## src/rtl/cc_coef_loader.sv

```systemverilog
// cc_coef_loader: double-buffered colour-correction coefficient bank.
// CSR writes land in a shadow bank while unlocked. Raising the lock arms a
// commit, and the next start-of-frame copies the whole shadow bank into the
// active bank so that a frame never sees a half-updated matrix.
// Optional build macro CC_COEF_LOADER_TIMEOUT_EN: a pending commit is forced
// through after TIMEOUT cycles when no start-of-frame arrives.
module cc_coef_loader #(
  parameter int unsigned COEF_CNT    = 12,
  parameter int unsigned COEF_W      = 32,
  parameter int unsigned COEF_FRAC_W = 16,
  parameter int unsigned TIMEOUT     = 1000000
) (
  input  logic                       clk_i,
  input  logic                       rst_i,
  input  logic                       coef_lock_i,
  input  logic [3:0]                 coef_sel_i,
  input  logic [COEF_W-1:0]          coef_i,
  input  logic                       sof_i,
  output logic [COEF_CNT*COEF_W-1:0] coef_o,
  output logic                       pending_o,
  output logic                       applied_o,
  output logic                       cancel_o
);

  // 1.0 in the fixed-point coefficient format (matrix diagonal at reset)
  localparam logic [COEF_W-1:0] COEF_ONE = {{(COEF_W-1){1'b0}}, 1'b1} << COEF_FRAC_W;

  typedef enum logic [1:0] {
    ST_EDIT,
    ST_HOLD,
    ST_APPLIED
  } state_e;

  state_e            state_q;
  logic              lock_q;
  logic              pending_q;
  logic              applied_q;
  logic              cancel_q;
  logic [COEF_W-1:0] shadow_q [COEF_CNT];
  logic [COEF_W-1:0] active_q [COEF_CNT];

  logic              lock_rise;
  logic              lock_fall;
  logic              sel_valid;
  logic              timeout_hit;

  // Lock edge detection against the previous-cycle lock, plus index range check
  always_comb begin
    lock_rise = coef_lock_i & ~lock_q;
    lock_fall = ~coef_lock_i & lock_q;
    sel_valid = (32'(coef_sel_i) < COEF_CNT);
  end

`ifdef CC_COEF_LOADER_TIMEOUT_EN
  localparam int unsigned CNT_W = $clog2(TIMEOUT + 1);

  logic [CNT_W-1:0] cnt_q;

  // Saturating wait counter, cleared when a commit is armed
  always_ff @(posedge clk_i or posedge rst_i) begin
    if (rst_i) begin
      cnt_q <= '0;
    end else if (state_q == ST_EDIT && lock_rise) begin
      cnt_q <= '0;
    end else if (state_q == ST_HOLD && cnt_q != '1) begin
      cnt_q <= cnt_q + 1'b1;
    end
  end

  assign timeout_hit = (state_q == ST_HOLD) && (cnt_q == CNT_W'(TIMEOUT - 1));
`else
  assign timeout_hit = 1'b0;
`endif

  // Commit FSM with shadow/active banks and registered status pulses
  always_ff @(posedge clk_i or posedge rst_i) begin
    if (rst_i) begin
      state_q   <= ST_EDIT;
      lock_q    <= 1'b0;
      pending_q <= 1'b0;
      applied_q <= 1'b0;
      cancel_q  <= 1'b0;
      for (int unsigned i = 0; i < COEF_CNT; i++) begin
        if (i == 0 || i == 4 || i == 8) begin
          shadow_q[i] <= COEF_ONE;
          active_q[i] <= COEF_ONE;
        end else begin
          shadow_q[i] <= '0;
          active_q[i] <= '0;
        end
      end
    end else begin
      lock_q    <= coef_lock_i;
      applied_q <= 1'b0;
      cancel_q  <= 1'b0;
      case (state_q)
        ST_EDIT: begin
          if (sel_valid) begin
            shadow_q[coef_sel_i] <= coef_i;
          end
          // sof_i is deliberately not looked at here, so an sof coinciding
          // with the lock rise cannot commit
          if (lock_rise) begin
            state_q   <= ST_HOLD;
            pending_q <= 1'b1;
          end
        end
        ST_HOLD: begin
          // Unlocking takes priority over a coincident start-of-frame
          if (lock_fall) begin
            state_q   <= ST_EDIT;
            pending_q <= 1'b0;
            cancel_q  <= 1'b1;
          end else if (sof_i || timeout_hit) begin
            for (int unsigned i = 0; i < COEF_CNT; i++) begin
              active_q[i] <= shadow_q[i];
            end
            state_q   <= ST_APPLIED;
            pending_q <= 1'b0;
            applied_q <= 1'b1;
          end
        end
        ST_APPLIED: begin
          if (lock_fall) begin
            state_q <= ST_EDIT;
          end
        end
        default: begin
          state_q   <= ST_EDIT;
          pending_q <= 1'b0;
        end
      endcase
    end
  end

  // Flatten the active bank onto the output bus, index i at slot i
  always_comb begin
    coef_o = '0;
    for (int unsigned i = 0; i < COEF_CNT; i++) begin
      coef_o[i*COEF_W +: COEF_W] = active_q[i];
    end
  end

  assign pending_o = pending_q;
  assign applied_o = applied_q;
  assign cancel_o  = cancel_q;

endmodule

```

## config.mk

```make
export PLATFORM = sky130hd
export DESIGN_NAME = cc_coef_loader
export DESIGN_NICKNAME = d
export VERILOG_FILES = /design/src/rtl/cc_coef_loader.sv
export SDC_FILE = /design/constraint.sdc
export NUM_CORES = 1
export LEC_CHECK = 0
export CORE_MARGIN = 1.5
export CORE_UTILIZATION = 58
export CTS_CLUSTER_DIAMETER = 100
export DETAILED_ROUTE_END_ITERATION = 16
export PLACE_DENSITY = 0.92
export RECOVER_POWER = 100
export SETUP_SLACK_MARGIN = 0.15
export SLEW_MARGIN = 20
export SYNTH_ARGS = -nofsm -noshare
export SYNTH_HDL_FRONTEND = slang
export SYNTH_SLANG_ARGS = --single-unit
```

## constraint.sdc

```tcl
create_clock -name clk_i -period 74.6 [get_ports clk_i]
set_input_delay 14.92 -clock clk_i [delete_from_list [all_inputs] [get_ports clk_i]]
set_output_delay 14.92 -clock clk_i [all_outputs]
set_load 0.03 [all_outputs]
```

==> results of run 1 <==
## cell type report
type / instances / area share [%]
diodes: 1 / 0.00695
clock inverters: 23 / 0.862
clock buffers: 111 / 6.44
multi-input cells: 802 / 24.5
flip-flops and latches: 774 / 53.8
well taps: 664 / 2.31
repair buffers: 442 / 12.0
inverters: 3 / 0.0347
## synthesized netlist by cell type
library cell / n / area share, %
nand4b_1: 1 / 0.030
mux2_2: 737 / 29
nor3b_1: 2 / 0.052
clkbuf_1: 32 / 0.41
dfrtp_1: 768 / 66
nor4_2: 1 / 0.043
nor4b_4: 2 / 0.16
mux2_1: 31 / 1.2
buf_4: 4 / 0.10
dfstp_2: 6 / 0.54
and2b_1: 1 / 0.026
nand4_1: 3 / 0.065
buf_6: 35 / 1.4
nand3_2: 1 / 0.035
nand2b_1: 2 / 0.043
a31oi_1: 1 / 0.022
nor2_1: 4 / 0.052
nor2b_1: 3 / 0.065
buf_2: 41 / 0.71
inv_1: 3 / 0.039
and2_1: 1 / 0.022
nand2_1: 10 / 0.13
a21oi_1: 1 / 0.017
o21ai_0: 1 / 0.017
## cells in the final DEF (no fill, tap or decap)
cell             Yosys  final
and2b_1              1      1
dfrtp_1            768    768
mux2_1              31     46
clkinv_2             0     10
dfstp_2              6      6
nand2b_1             2      2
nor4b_1              0      2
nand4b_1             1      1
nor3b_1              2      2
nor4_1               0      1
nand4_1              3      3
nand3_1              0      1
clkbuf_16            0     81
o21ai_0              1      1
a31oi_1              1      1
clkinvlp_4           0      2
mux2_2             737    722
nor2_1               4      4
clkinv_4             0      3
nand2_2              0      1
bufinv_16            0      7
dlygate4sd3_1        0    391
inv_6                0      1
nand2_1             10      9
a21oi_1              1      1
and2_0               0      1
clkbuf_1            32     28
clkinvlp_2           0      1
inv_1                3      2
clkbuf_8             0     18
diode_2              0      1
clkdlybuf4s50_1      0     35
nor2b_1              3      3
## cells by family after synthesis
| family | after synthesis |
|---|---|
| simple gates | 31 |
| buf+inv | 115 |
| compound gates | 3 |
| flops | 774 |
| mux | 768 |
## per-layer routing
| layer | routed length, um | vias to the layer above | part of all wire, % | GRT usage, % |
|---|---|---|---|---|
| met5 | 0 | - | 0 | 0 |
| li1 | - | 6777 | - | - |
| met4 | 2720 | 0 | 3.8 | 13.0 |
| met2 | 36300 | 538 | 51 | 47.1 |
| met3 | 3810 | 152 | 5.3 | 6.28 |
| met1 | 29000 | 8579 | 40 | 35.8 |
## worst max path at each step
stage	depth (start not counted)	to
after floorplan	1	applied_o
final	6	shadow_q[325]
after global placement	6	coef_o[200]
after CTS	6	shadow_q[358]
after detailed placement	6	coef_o[200]
after global routing	6	shadow_q[9]
## flip-flops by register name (all words and copies together), names as in the netlist
register and count:
cancel_o 1, shadow_q 384, applied_o 1, lock_q 1, coef_o 384, pending_o 1
state_q 2
## metrics by stage
stage | cell area [um2] | worst slack, ns
finish | 36000 | 42.82
global route | 36000 | 39.01
CTS | 36100 | 55.00
detailed placement | 33500 | 54.37
global placement | 33500 | 54.54
floorplan | 29000 | 37.96
## power by group
part | internal [uW] | switching (uW) | total (uW)
registers | 601 | 114 | 715
clock network | 240 | 158 | 398
logic | 270 | 340 | 610
==> flow_summary_export.csv, run 1 <==
group,metric,value,unit
clocking,post_cts_buffers,0,
detailed_routing,vias,16000,
critical_path,r2r_start,"state_q[1]",
critical_path,critPathBufInv,6,
clocking,cts_resized,0,
critical_path,cp_common_cell,"clkbuf_1",
critical_path,startpoint_type,"input port",
clocking,cts_hold_buf,0,
sta,slew_violations,1581,
global_routing,overflow,0,
detailed_routing,drt-total-wl,71800,um
logic_synthesis,synth_fp_nets,1731,
sta,min_period_over_period,42.6,%
pwr,total_power,1720,uW
logic_synthesis,seq_area_frac_synth,66.8,%
cells_and_area,final_core_util,73.3,%
cells_and_area,areaGrowthSynthToFinish,24.1,%
clocking,cts_root_buffer,"clkbuf_16",
detailed_routing,drtPass1Iterations,5,
die,dieArea,0.0514,mm2
sta,fmax,31.5,MHz
placement,placed_cells,2684,
logic_synthesis,avgSynthCellArea,17.2,um2
clocking,clock_latency,0.62,ns
sta,setup_viol,0,
die,io_pins,427,
logic_synthesis,synth_compound_area_share,0.0561,%
die,initial_core_util,59.0,%
critical_path,slowest_delay,3.36,ns
critical_path,cp_max_fo,129,
cells_and_area,fillers,2764,
detailed_routing,drt-vias-per-instance,5.69,
sta,setup_tns,0,ns
sta,worstMarginPinSlew,9.94,ns
clocking,cts_buffers,76,
pwr,leakage,0.0165,uW
cells_and_area,nets,2139,
placement,hpwlAfterDp,43700,um
logic_synthesis,ys_types,24,
cells_and_area,regArea,0.0194,mm2
global_routing,antenna_found_initial,2,
logic_synthesis,synth.area.mux_share,29.8,%
die,die_h,227,um
sta,fin_skew,0.0178,ns
detailed_routing,remaining_drc_errors,0,
cells_and_area,finalNonFillerCells,2820,
pwr,powerDensity,47.9,mW/mm2
sta,hold_slack,0.483,ns
pwr,vdd_ir_drop_max,34.4,uV
clocking,cts_tree,"built",
critical_path,crit_family,"buffers and inverters",
worst_hold_path,worstHoldEndpoint,"coef_o[121]",
critical_path,crit_slowest_cell,"clkbuf_1",
global_routing,grt_pass1_vias,17400,
global_routing,grt_max_degree,178,
logic_synthesis,syn-instance-count,1691,
sta,slew_headroom,-563,%
run_status,violations,"capacitance limit, slew limit",
detailed_routing,ant_nets,0,
sta,fin_crit,31.78,ns
worst_hold_path,holdPathStages,1,
critical_path,crit_type,"in2async",
cells_and_area,drive_gt1_share,39.5,%
critical_path,r2r_cells,4,
sta,rsz0062_at_grt,"false",
critical_path,r2r-end,"coef_o[90]",
run_status,status,"finished with violations",
clocking,clock_sinks,774,
detailed_routing,drt_iter0_drc,985,
logic_synthesis,yosys_warnings,0,
critical_path,crit_chain,"dlygate4sd3_1 > clkinvlp_2 > clkbuf_1 > clkbuf_1 > clkbuf_1 > clkbuf_1",
logic_synthesis,synth_simple_gate_area_share,0.725,%
global_routing,track_usage,28.4,%
sta,hold_violations,0,
critical_path,end_kind,"asynchronous set/reset pin",
detailed_routing,post_drt_wl_per_cell,25.5,um
critical_path,crit_arrival,31.41,ns
clocking,ctsLongestPathBuffers,3,
critical_path,rrSetupSlack,63.96,ns
job,cap_viol_max_count,26,
logic_synthesis,synth_fa_ha_area_share,0,%
logic_synthesis,synth_xor_area_share,0,%
clocking,path_clk_slew,0.06,ns
die,placementRows,81,
worst_hold_path,hold_class,"reg2reg",
critical_path,required,74.23,ns
die,die_w,227,um
die,coreArea,0.0492,mm2
critical_path,crit_path_start,"rst_i",
placement,gp_congestion,0.788,
cells_and_area,multi_input_area,0.00884,mm2
logic_synthesis,ys_ff_latch,774,
placement,port_buffers,426,
clocking,htreeDepth,3,
worst_hold_path,hold_path.startpoint,"shadow_q[281]",
logic_synthesis,netlist_area,0.0290,mm2
logic_synthesis,synth_top_family_by_area,"multiplexers",
global_routing,grt_pass1_wl,107000,um
No activity file was read; power rests on OpenSTA's default activity.
==> run 2: changes to the inputs <==
--- a/config.mk
+++ b/config.mk
@@ -6,10 +6,10 @@
 export NUM_CORES = 1
 export LEC_CHECK = 0
 export CORE_MARGIN = 1.5
-export CORE_UTILIZATION = 58
+export CORE_UTILIZATION = 54
 export CTS_CLUSTER_DIAMETER = 100
 export DETAILED_ROUTE_END_ITERATION = 16
-export PLACE_DENSITY = 0.92
+export PLACE_DENSITY = 0.86
 export RECOVER_POWER = 100
 export SETUP_SLACK_MARGIN = 0.15
 export SLEW_MARGIN = 20
==> constraint.sdc (replaced) <==
create_clock -name clk_i -period 32.1 [get_ports clk_i]
set_input_delay 6.42 -clock clk_i [delete_from_list [all_inputs] [get_ports clk_i]]
set_output_delay 6.42 -clock clk_i [all_outputs]
set_load 0.03 [all_outputs]
==> run 2 against run 1 <==
Effect of this change: the flow still finishes with violations (capacitance limit, slew limit); clock-buffer cell count shrank 7; setup slack lost 29 ns; register-to-register slack lost 43 ns; total power up 130%; global-route usage down 2.8 points; die area is 7.3% higher; cell count is 1.1% higher; sequential share of layout area fell by 0.20 points; critical path depth shrank 1; wire length is 3.0% lower; hold slack better by 0.0020 ns; first-iteration DRC count shrank 8.6%; critical path type unchanged; largest power group unchanged.
==> flow_summary_export.csv, run 2 (synthesis gave the netlist of run 1 again) <==
group,metric,value,unit
sta,setup_tns,0,ns
die,placementRows,84,
detailed_routing,vias,15900,
global_routing,busiest_layer,"met2",
die,io_pins,427,
pwr,p_clk_share,23.8,%
sta,fin_skew,0.0202,ns
detailed_routing,drt_iter0_drc,900,
die,die_w,235,um
global_routing,use_met1,32.9,%
global_routing,grt_pass1_vias,17300,
placement,gp_congestion,0.797,
placement,hpwlAfterDp,43500,um
clocking,clock_sinks,774,
sta,hold_violations,0,
worst_hold_path,hold_class,"reg2reg",
pwr,vdd_ir_drop_max,74.6,uV
global_routing,antenna_found_initial,2,
global_routing,grt_use_met2,41.6,%
cells_and_area,drive_gt1_share,39.6,%
pwr,swShare,35.0,%
detailed_routing,post_drt_wl_per_cell,24.4,um
critical_path,required,31.95,ns
clocking,cts_hold_buf,0,
clocking,cts_buffers,76,
critical_path,crit_arrival,18.36,ns
clocking,post_cts_buffers,0,
pwr,seq_power_share,41.0,%
die,initial_core_util,54.9,%
critical_path,crit_type,"in2async",
die,die_h,235,um
placement,port_buffers,426,
sta,slew_headroom,-271,%
pwr,p_sw,1400,uW
critical_path,end_kind,"asynchronous set/reset pin",
die,coreArea,0.0529,mm2
global_routing,track_usage,25.6,%
global_routing,grt_max_degree,197,
pwr,p_comb_share,35.3,%
sta,setup_viol,0,
detailed_routing,remaining_drc_errors,0,
sta,fin_crit,18.51,ns
clocking,cts_tree,"built",
detailed_routing,drt-vias-per-instance,5.59,
pwr,powerDensity,111,mW/mm2
die,dieArea,0.0551,mm2
detailed_routing,ant_nets,0,
global_routing,overflow,0,
critical_path,cp_max_fo,130,
job,cap_viol_max_count,26,
sta,fmax,54.0,MHz
clocking,clock_latency,0.61,ns
pwr,total_power,4000,uW
sta,min_period_over_period,57.7,%
cells_and_area,final_cell_mix,"dfrtp_1, mux2_2, dlygate4sd3_1, clkbuf_16, mux2_1",
pwr,leakage,0.0165,uW
cells_and_area,final_core_util,68.4,%
critical_path,startpoint_type,"input port",
global_routing,grt_pass1_wl,107000,um
pwr,p_int,2600,uW
sta,slew_violations,1420,
detailed_routing,drtPass1Iterations,4,
detailed_routing,drt-total-wl,69700,um
clocking,cts_resized,0,
cells_and_area,nets,2143,
clocking,htreeDepth,3,
run_status,violations,"capacitance limit, slew limit",
sta,worstMarginPinSlew,5.54,ns
critical_path,rrSetupSlack,20.48,ns
cells_and_area,areaGrowthSynthToFinish,24.6,%
sta,rsz0062_at_grt,"false",
clocking,path_clk_slew,0.06,ns
clocking,cts_root_buffer,"clkbuf_16",
cells_and_area,layout_commonest_cell,"dfrtp_1",
global_routing,grt.met3_usage,5.79,%
clocking,ctsLongestPathBuffers,3,
run_status,status,"finished with violations",
[run 2: changes by cell type in the layout (fill, tap and decap cells not counted), moves of 2 or more]
cell / previous run / this run
bufinv_16: 7 / 13
clkbuf_1: 28 / 33
clkinvlp_4: 2 / 4
clkbuf_16: 81 / 79
clkinv_4: 3 / 1
clkinv_2: 10 / 14
clkbuf_8: 18 / 11
mux2_2: 722 / 724
mux2_1: 46 / 44
[run 2: path summary, 6_finish.rpt]
path | startpoint | cells past startpoint | to
setup / recovery | rst_i | 5 | coef_o[164]
hold / removal | shadow_q[279] | 1 | coef_o[119]
setup reg to reg | state_q[1] | 6 | coef_o[213]
hold reg to reg | shadow_q[279] | 1 | coef_o[119]
max in group clk_i | coef_lock_i | 7 | coef_o[213]
min in group asynchronous | rst_i | 2 | applied_o
[run 2: power by group through the flow]
stage | clock network (uW) | logic, uW | registers, uW
finish | 950 | 1410 | 1640
CTS | 966 | 1500 | 1650
detailed placement | 0 | 1490 | 1650
global placement | 0 | 1450 | 1620
floorplan | 0 | 422 | 2050
global route | 1010 | 1470 | 1680
[run 2: per-stage QoR]
stage | hold slack [ns] | setup WS, ns | instance area, um2 | instances
floorplan | 0.452 | 3.96 | 29000 | 1691
global placement | 0.459 | 21.31 | 33600 | 2712
detailed placement | 0.472 | 21.21 | 33600 | 2712
CTS | 0.484 | 21.84 | 36300 | 2849
global route | 0.499 | 10.98 | 36100 | 2852
finish | 0.485 | 13.59 | 36100 | 2852
[run 2: area by class of cell]
class / count / area (um2)
diodes: 2 / 5.00
clock buffers: 104 / 2180
clock inverters: 33 / 508
fillers: 3408 / 16700
inverters: 3 / 12.5
multi-input cells: 802 / 8840
flip-flops and latches: 774 / 19400
well taps: 688 / 861
repair buffers: 446 / 4360
[run 2: worst max-delay path, stage by stage]
cell           delay [ns]
dlygate4sd3_1        0.54
clkinvlp_2           3.04
clkbuf_1             2.82
clkbuf_1             2.57
clkbuf_1             2.74
[run 2: layer usage]
metal / part of all wire (%) / vias up
met2: 48 / 494
met5: 0 / -
met4: 4.3 / 0
met1: 42 / 8498
li1: - / 6780
met3: 5.3 / 164
==> run 3: changes to the inputs <==
==> constraint.sdc (replaced) <==
create_clock -name clk_i -period 18.7 [get_ports clk_i]
set_input_delay 3.74 -clock clk_i [delete_from_list [all_inputs] [get_ports clk_i]]
set_output_delay 3.74 -clock clk_i [all_outputs]
set_load 0.03 [all_outputs]
==> run 3 against run 2 <==
Effect of this change: the flow still finishes with violations (capacitance limit, slew limit); largest power group unchanged; via count is 0.84% lower; first-iteration DRC count is 1.1% lower; clock skew is 0.0056 ns lower; critical path type unchanged; sequential share of layout area is 0.11 points lower; final area is 0.21% higher.
==> flow_summary_export.csv, run 3 (synthesis gave the netlist of run 1 again) <==
group,metric,value,unit
pwr,powerDensity,189,mW/mm2
critical_path,cp_max_fo,66,
detailed_routing,drtPass1Iterations,6,
clocking,clock_sinks,774,
cells_and_area,fillers,3301,
pwr,vdd_ir_drop_max,127,uV
critical_path,crit_chain,"dlygate4sd3_1 > clkinvlp_2 > clkbuf_1 > clkbuf_1 > clkbuf_1",
critical_path,end_kind,"asynchronous set/reset pin",
detailed_routing,vias,15800,
critical_path,critPathBufInv,5,
clocking,path_clk_slew,0.06,ns
global_routing,grt_max_degree,197,
die,die_h,235,um
critical_path,crit_arrival,11.18,ns
global_routing,grt.met3_usage,6.51,%
cells_and_area,final_cell_mix,"dfrtp_1, mux2_2, dlygate4sd3_1, clkbuf_16, mux2_1",
sta,fin_crit,11.26,ns
clocking,cts_buffers,75,
cells_and_area,multi_input_area,0.00884,mm2
sta,setup_viol,0,
sta,setup_tns,0,ns
cells_and_area,fin_area,0.0362,mm2
clocking,ctsLongestPathBuffers,3,
cells_and_area,areaGrowthSynthToFinish,24.9,%
detailed_routing,drt_iter0_drc,890,
global_routing,antenna_found_initial,1,
sta,fmax,88.8,MHz
global_routing,grt_pass1_wl,105000,um
clocking,cts_tree,"built",
worst_hold_path,hold_class,"reg2reg",
placement,placed_cells,2710,
sta,min_period_over_period,60.2,%
detailed_routing,drt-vias-per-instance,5.54,
detailed_routing,ant_nets,0,
placement,placed_area,0.0336,mm2
clocking,cts_root_buffer,"clkbuf_16",
die,placementRows,84,
global_routing,busiest_layer,"met2",
critical_path,required,18.63,ns
cells_and_area,drive_gt1_share,40.5,%
pwr,leakage,0.0166,uW
cells_and_area,regArea,0.0194,mm2
critical_path,slowest_delay,2.61,ns
cells_and_area,final_core_util,68.5,%
clocking,post_cts_buffers,0,
run_status,status,"finished with violations",
critical_path,startpoint_type,"input port",
cells_and_area,layout_commonest_cell,"dfrtp_1",
critical_path,crit_type,"in2async",
sta,hold_violations,0,
detailed_routing,drt-total-wl,68400,um
global_routing,track_usage,25.1,%
sta,rsz0062_at_grt,"false",
critical_path,crit_slowest_cell,"clkbuf_1",
die,dieArea,0.0551,mm2
global_routing,use_met1,31.2,%
cells_and_area,finalNonFillerCells,2852,
placement,port_buffers,426,
die,die_w,235,um
sta,fin_skew,0.0145,ns
critical_path,cp_common_cell,"clkbuf_1",
global_routing,grt_use_met2,41.8,%
sta,slew_headroom,-182,%
die,coreArea,0.0529,mm2
clocking,cts_hold_buf,0,
critical_path,crit_family,"buffers and inverters",
placement,hpwlAfterDp,42700,um
cells_and_area,nets,2141,
placement,gp_congestion,0.799,
clocking,cts_resized,0,
detailed_routing,remaining_drc_errors,0,
sta,worstMarginPinSlew,4.24,ns
global_routing,grt_pass1_vias,17200,
global_routing,overflow,0,
detailed_routing,post_drt_wl_per_cell,24.0,um
die,io_pins,427,
clocking,clock_latency,0.62,ns
clocking,htreeDepth,3,
sta,slew_violations,753,
job,cap_viol_max_count,18,
run_status,violations,"capacitance limit, slew limit",
die,initial_core_util,54.9,%
## run 3: layout make-up
| class | instances | share of cell area (%) |
|---|---|---|
| flip-flops and latches | 774 | 53.5 |
| multi-input cells | 802 | 24.4 |
| repair buffers | 445 | 12.2 |
| clock buffers | 104 | 6.01 |
| well taps | 688 | 2.38 |
| clock inverters | 34 | 1.48 |
| inverters | 3 | 0.0345 |
| diodes | 2 | 0.0138 |
## run 3: metrics by stage
step / hold slack [ns] / worst slack (ns) / power [uW]
2_1_floorplan: 0.452 / 4.35 / 4240
3_3_place_gp: 0.460 / 10.30 / 5290
3_5_place_dp: 0.469 / 10.13 / 5400
4_1_cts: 0.483 / 10.78 / 7070
5_1_grt: 0.496 / 5.88 / 7140
6_report: 0.482 / 7.44 / 6860
## run 3: where the power goes
part           switching (uW)  internal, uW
logic                    1340          1070
clock network             636           998
registers                 418          2400
total                    2390          4460
## run 3: final timing paths
check / startpoint / to / slack [ns] / cells past startpoint
setup / recovery: rst_i / shadow_q[105] / 7.44 / 5
hold / removal: shadow_q[275] / coef_o[115] / 0.48 / 1
hold reg to reg: shadow_q[275] / coef_o[115] / 0.48 / 1
max in group clk_i: coef_lock_i / coef_o[153] / 7.80 / 6
min in group asynchronous: rst_i / shadow_q[274] / 3.66 / 2
setup reg to reg: state_q[1] / coef_o[153] / 11.18 / 5
## run 3: metal layers
metal	wire (um)	share of wire, %	up-vias
li1	-	-	6783
met1	27800	41	8424
met2	34000	50	466
met3	4090	6.0	129
met4	2550	3.7	0
met5	0	0	-
==> edit (config.mk and constraints of run 2) <==
Register the output `coef_o`, cleared by the reset; this adds one clock of latency there. The other outputs are not delayed to match.
--- a/src/rtl/cc_coef_loader.sv
+++ b/src/rtl/cc_coef_loader.sv
@@ -32,2 +32,4 @@
   } state_e;
+
+  logic [COEF_CNT*COEF_W-1:0] coef_d;
 
@@ -137,5 +139,5 @@
   always_comb begin
-    coef_o = '0;
+    coef_d = '0;
     for (int unsigned i = 0; i < COEF_CNT; i++) begin
-      coef_o[i*COEF_W +: COEF_W] = active_q[i];
+      coef_d[i*COEF_W +: COEF_W] = active_q[i];
     end
@@ -147,2 +149,10 @@
 
+  always_ff @(posedge clk_i or posedge rst_i) begin
+    if (rst_i) begin
+      coef_o <= '0;
+    end else begin
+      coef_o <= coef_d;
+    end
+  end
+
 endmodule
Function: changed (Yosys sat finds a counterexample within 4 cycles, from zero or initial values and one cycle with rst_i high).
==> edit against run 2 <==
The run still ends with capacitance limit, slew limit left; worst setup slack better by 0.78 ns; cell area rose by 31%; final cell count increased by 25%; synthesized area is 33% higher; power rose by 31%; sequential power increased by 49%; wire length up 25%; sequential cell count is 384 higher; largest cell class unchanged.
==> edit: results (changes against run 2) <==
- Area grow syn2layout: 22.6%
- Sequential area share after synthesis: 75.2% (+8.4 points)
- Vias in the first global route: 21.5k (+24%)
- Clock Skews: 0.0177 ns (-0.00249 ns)
- First-pass GRT wire length: 132 mm (+24%)
- Crit path DAT: 18.29 ns (-0.07 ns)
- GP Congestion: 0.800 (+0.46%)
- Share of layout cells above drive strength 1: 34.1% (-5.6 points)
- Status: finished, violations left
- Post-synth top cells: dfrtp_1 (1152), mux2_2 (726), buf_2 (50)
- Placed inst area: 0.0436 mm² (+30%)
- Worst-Skew Late Latency: 0.66 ns (+0.05 ns)
- Max_cap viols: 28 (+7.7%)
- Reg2Reg Depth: 4 (-2)
- Critical-path maximum fanout: 180 (+38%)
- Diodes inserted: 0 (-2)
- Filler Cell Count: 4223 (+24%)
- Final Slew Violations: 1586 (+12%)
- Slew headroom: -585% (-310 points)
- Min-Delay Startpoint: active_q[242]
- Hold path depth: 0 (-1)
- Static Leak: 0.0218 µW (+32%)
- Violated checks: capacitance limit, slew limit
- Total CTS buffers: 110 (+45%)
- Wire length per cell: 24.4 µm (-0.26%)
- Unique cell type count in the Yosys netlist: 26 (+8.3%)
- GRT Util Overall: 24.2% (-1.4 points)
- Reg-to-reg critical path endpoint: active_q[256]
- Worst Hold End: coef_o[146]
- Hold WS: 0.357 ns (-0.128 ns)
## edit: layout make-up
type / instances / area [µm²] / area share [%]
Sequential cell: 1158 / 29000 / 61.4
Multi-Input combinational cell: 802 / 8870 / 18.8
Timing Repair Buffer: 455 / 4410 / 9.33
Clock buffer: 171 / 3330 / 7.04
Tap cell: 940 / 1180 / 2.49
Clock inverter: 32 / 459 / 0.972
Inverter: 3 / 12.5 / 0.0265
## edit: per-layer routing
layer | track usage (%) | routed length (µm) | part of all wire [%] | vias to the layer above
met2 | 40.3 | 43600 | 50 | 596
met3 | 5.54 | 5060 | 5.8 | 204
li1 | - | - | - | 8063
met5 | 0 | 0 | 0 | -
met4 | 11.7 | 3950 | 4.6 | 0
met1 | 30.0 | 34100 | 39 | 10400
## edit: through the flow
| step | utilization, % | setup slack [ns] |
|---|---|---|
| global route | 67.2 | 12.01 |
| global placement | 62.0 | 20.49 |
| detailed placement | 62.0 | 20.31 |
| CTS | 67.4 | 20.96 |
| finish | 67.2 | 14.37 |
| floorplan | - | 9.70 |
## edit: worst max-delay path, cell delays in order
cell and delay [ns]:
dlygate4sd3_1 0.60, nand2b_1 0.22, nand3_1 2.31, clkbuf_1 7.15, mux2_2 1.17
## edit: worst max path at each step
| stage | startpoint | endpoint | slack, ns | depth (start not counted) |
|---|---|---|---|---|
| 2_1_floorplan | rst_i | active_q[0] | 9.70 | 1 |
| 3_3_place_gp | rst_i | active_q[1] | 20.49 | 7 |
| 3_5_place_dp | rst_i | active_q[1] | 20.31 | 7 |
| 4_1_cts | rst_i | active_q[134] | 20.96 | 7 |
| 5_1_grt | rst_i | shadow_q[43] | 12.01 | 7 |
| 6_report | coef_lock_i | active_q[256] | 14.37 | 5 |
## edit: cells by family (layout without fill, tap and decap cells)
| kind of cell | count (synthesis) | in the layout | share of synthesized area [%] |
|---|---|---|---|
| AOI/OAI and AO/OA | 3 | 3 | 0.0422 |
| buffers and inverters | 117 | 661 | 1.71 |
| DFF | 1158 | 1158 | 75.2 |
| muxes | 768 | 768 | 22.4 |
| and+or+nand+nor | 31 | 31 | 0.578 |
## edit: power by group through the flow
| stage | Combinational [µW] | Sequential, µW | Clock (µW) |
|---|---|---|---|
| final | 1480 | 2450 | 1330 |
| after global routing | 1540 | 2510 | 1410 |
| after CTS | 1570 | 2470 | 1350 |
| after detailed placement | 1550 | 2470 | 0 |
| after global placement | 1500 | 2420 | 0 |
| after floorplan | 426 | 2850 | 0 |
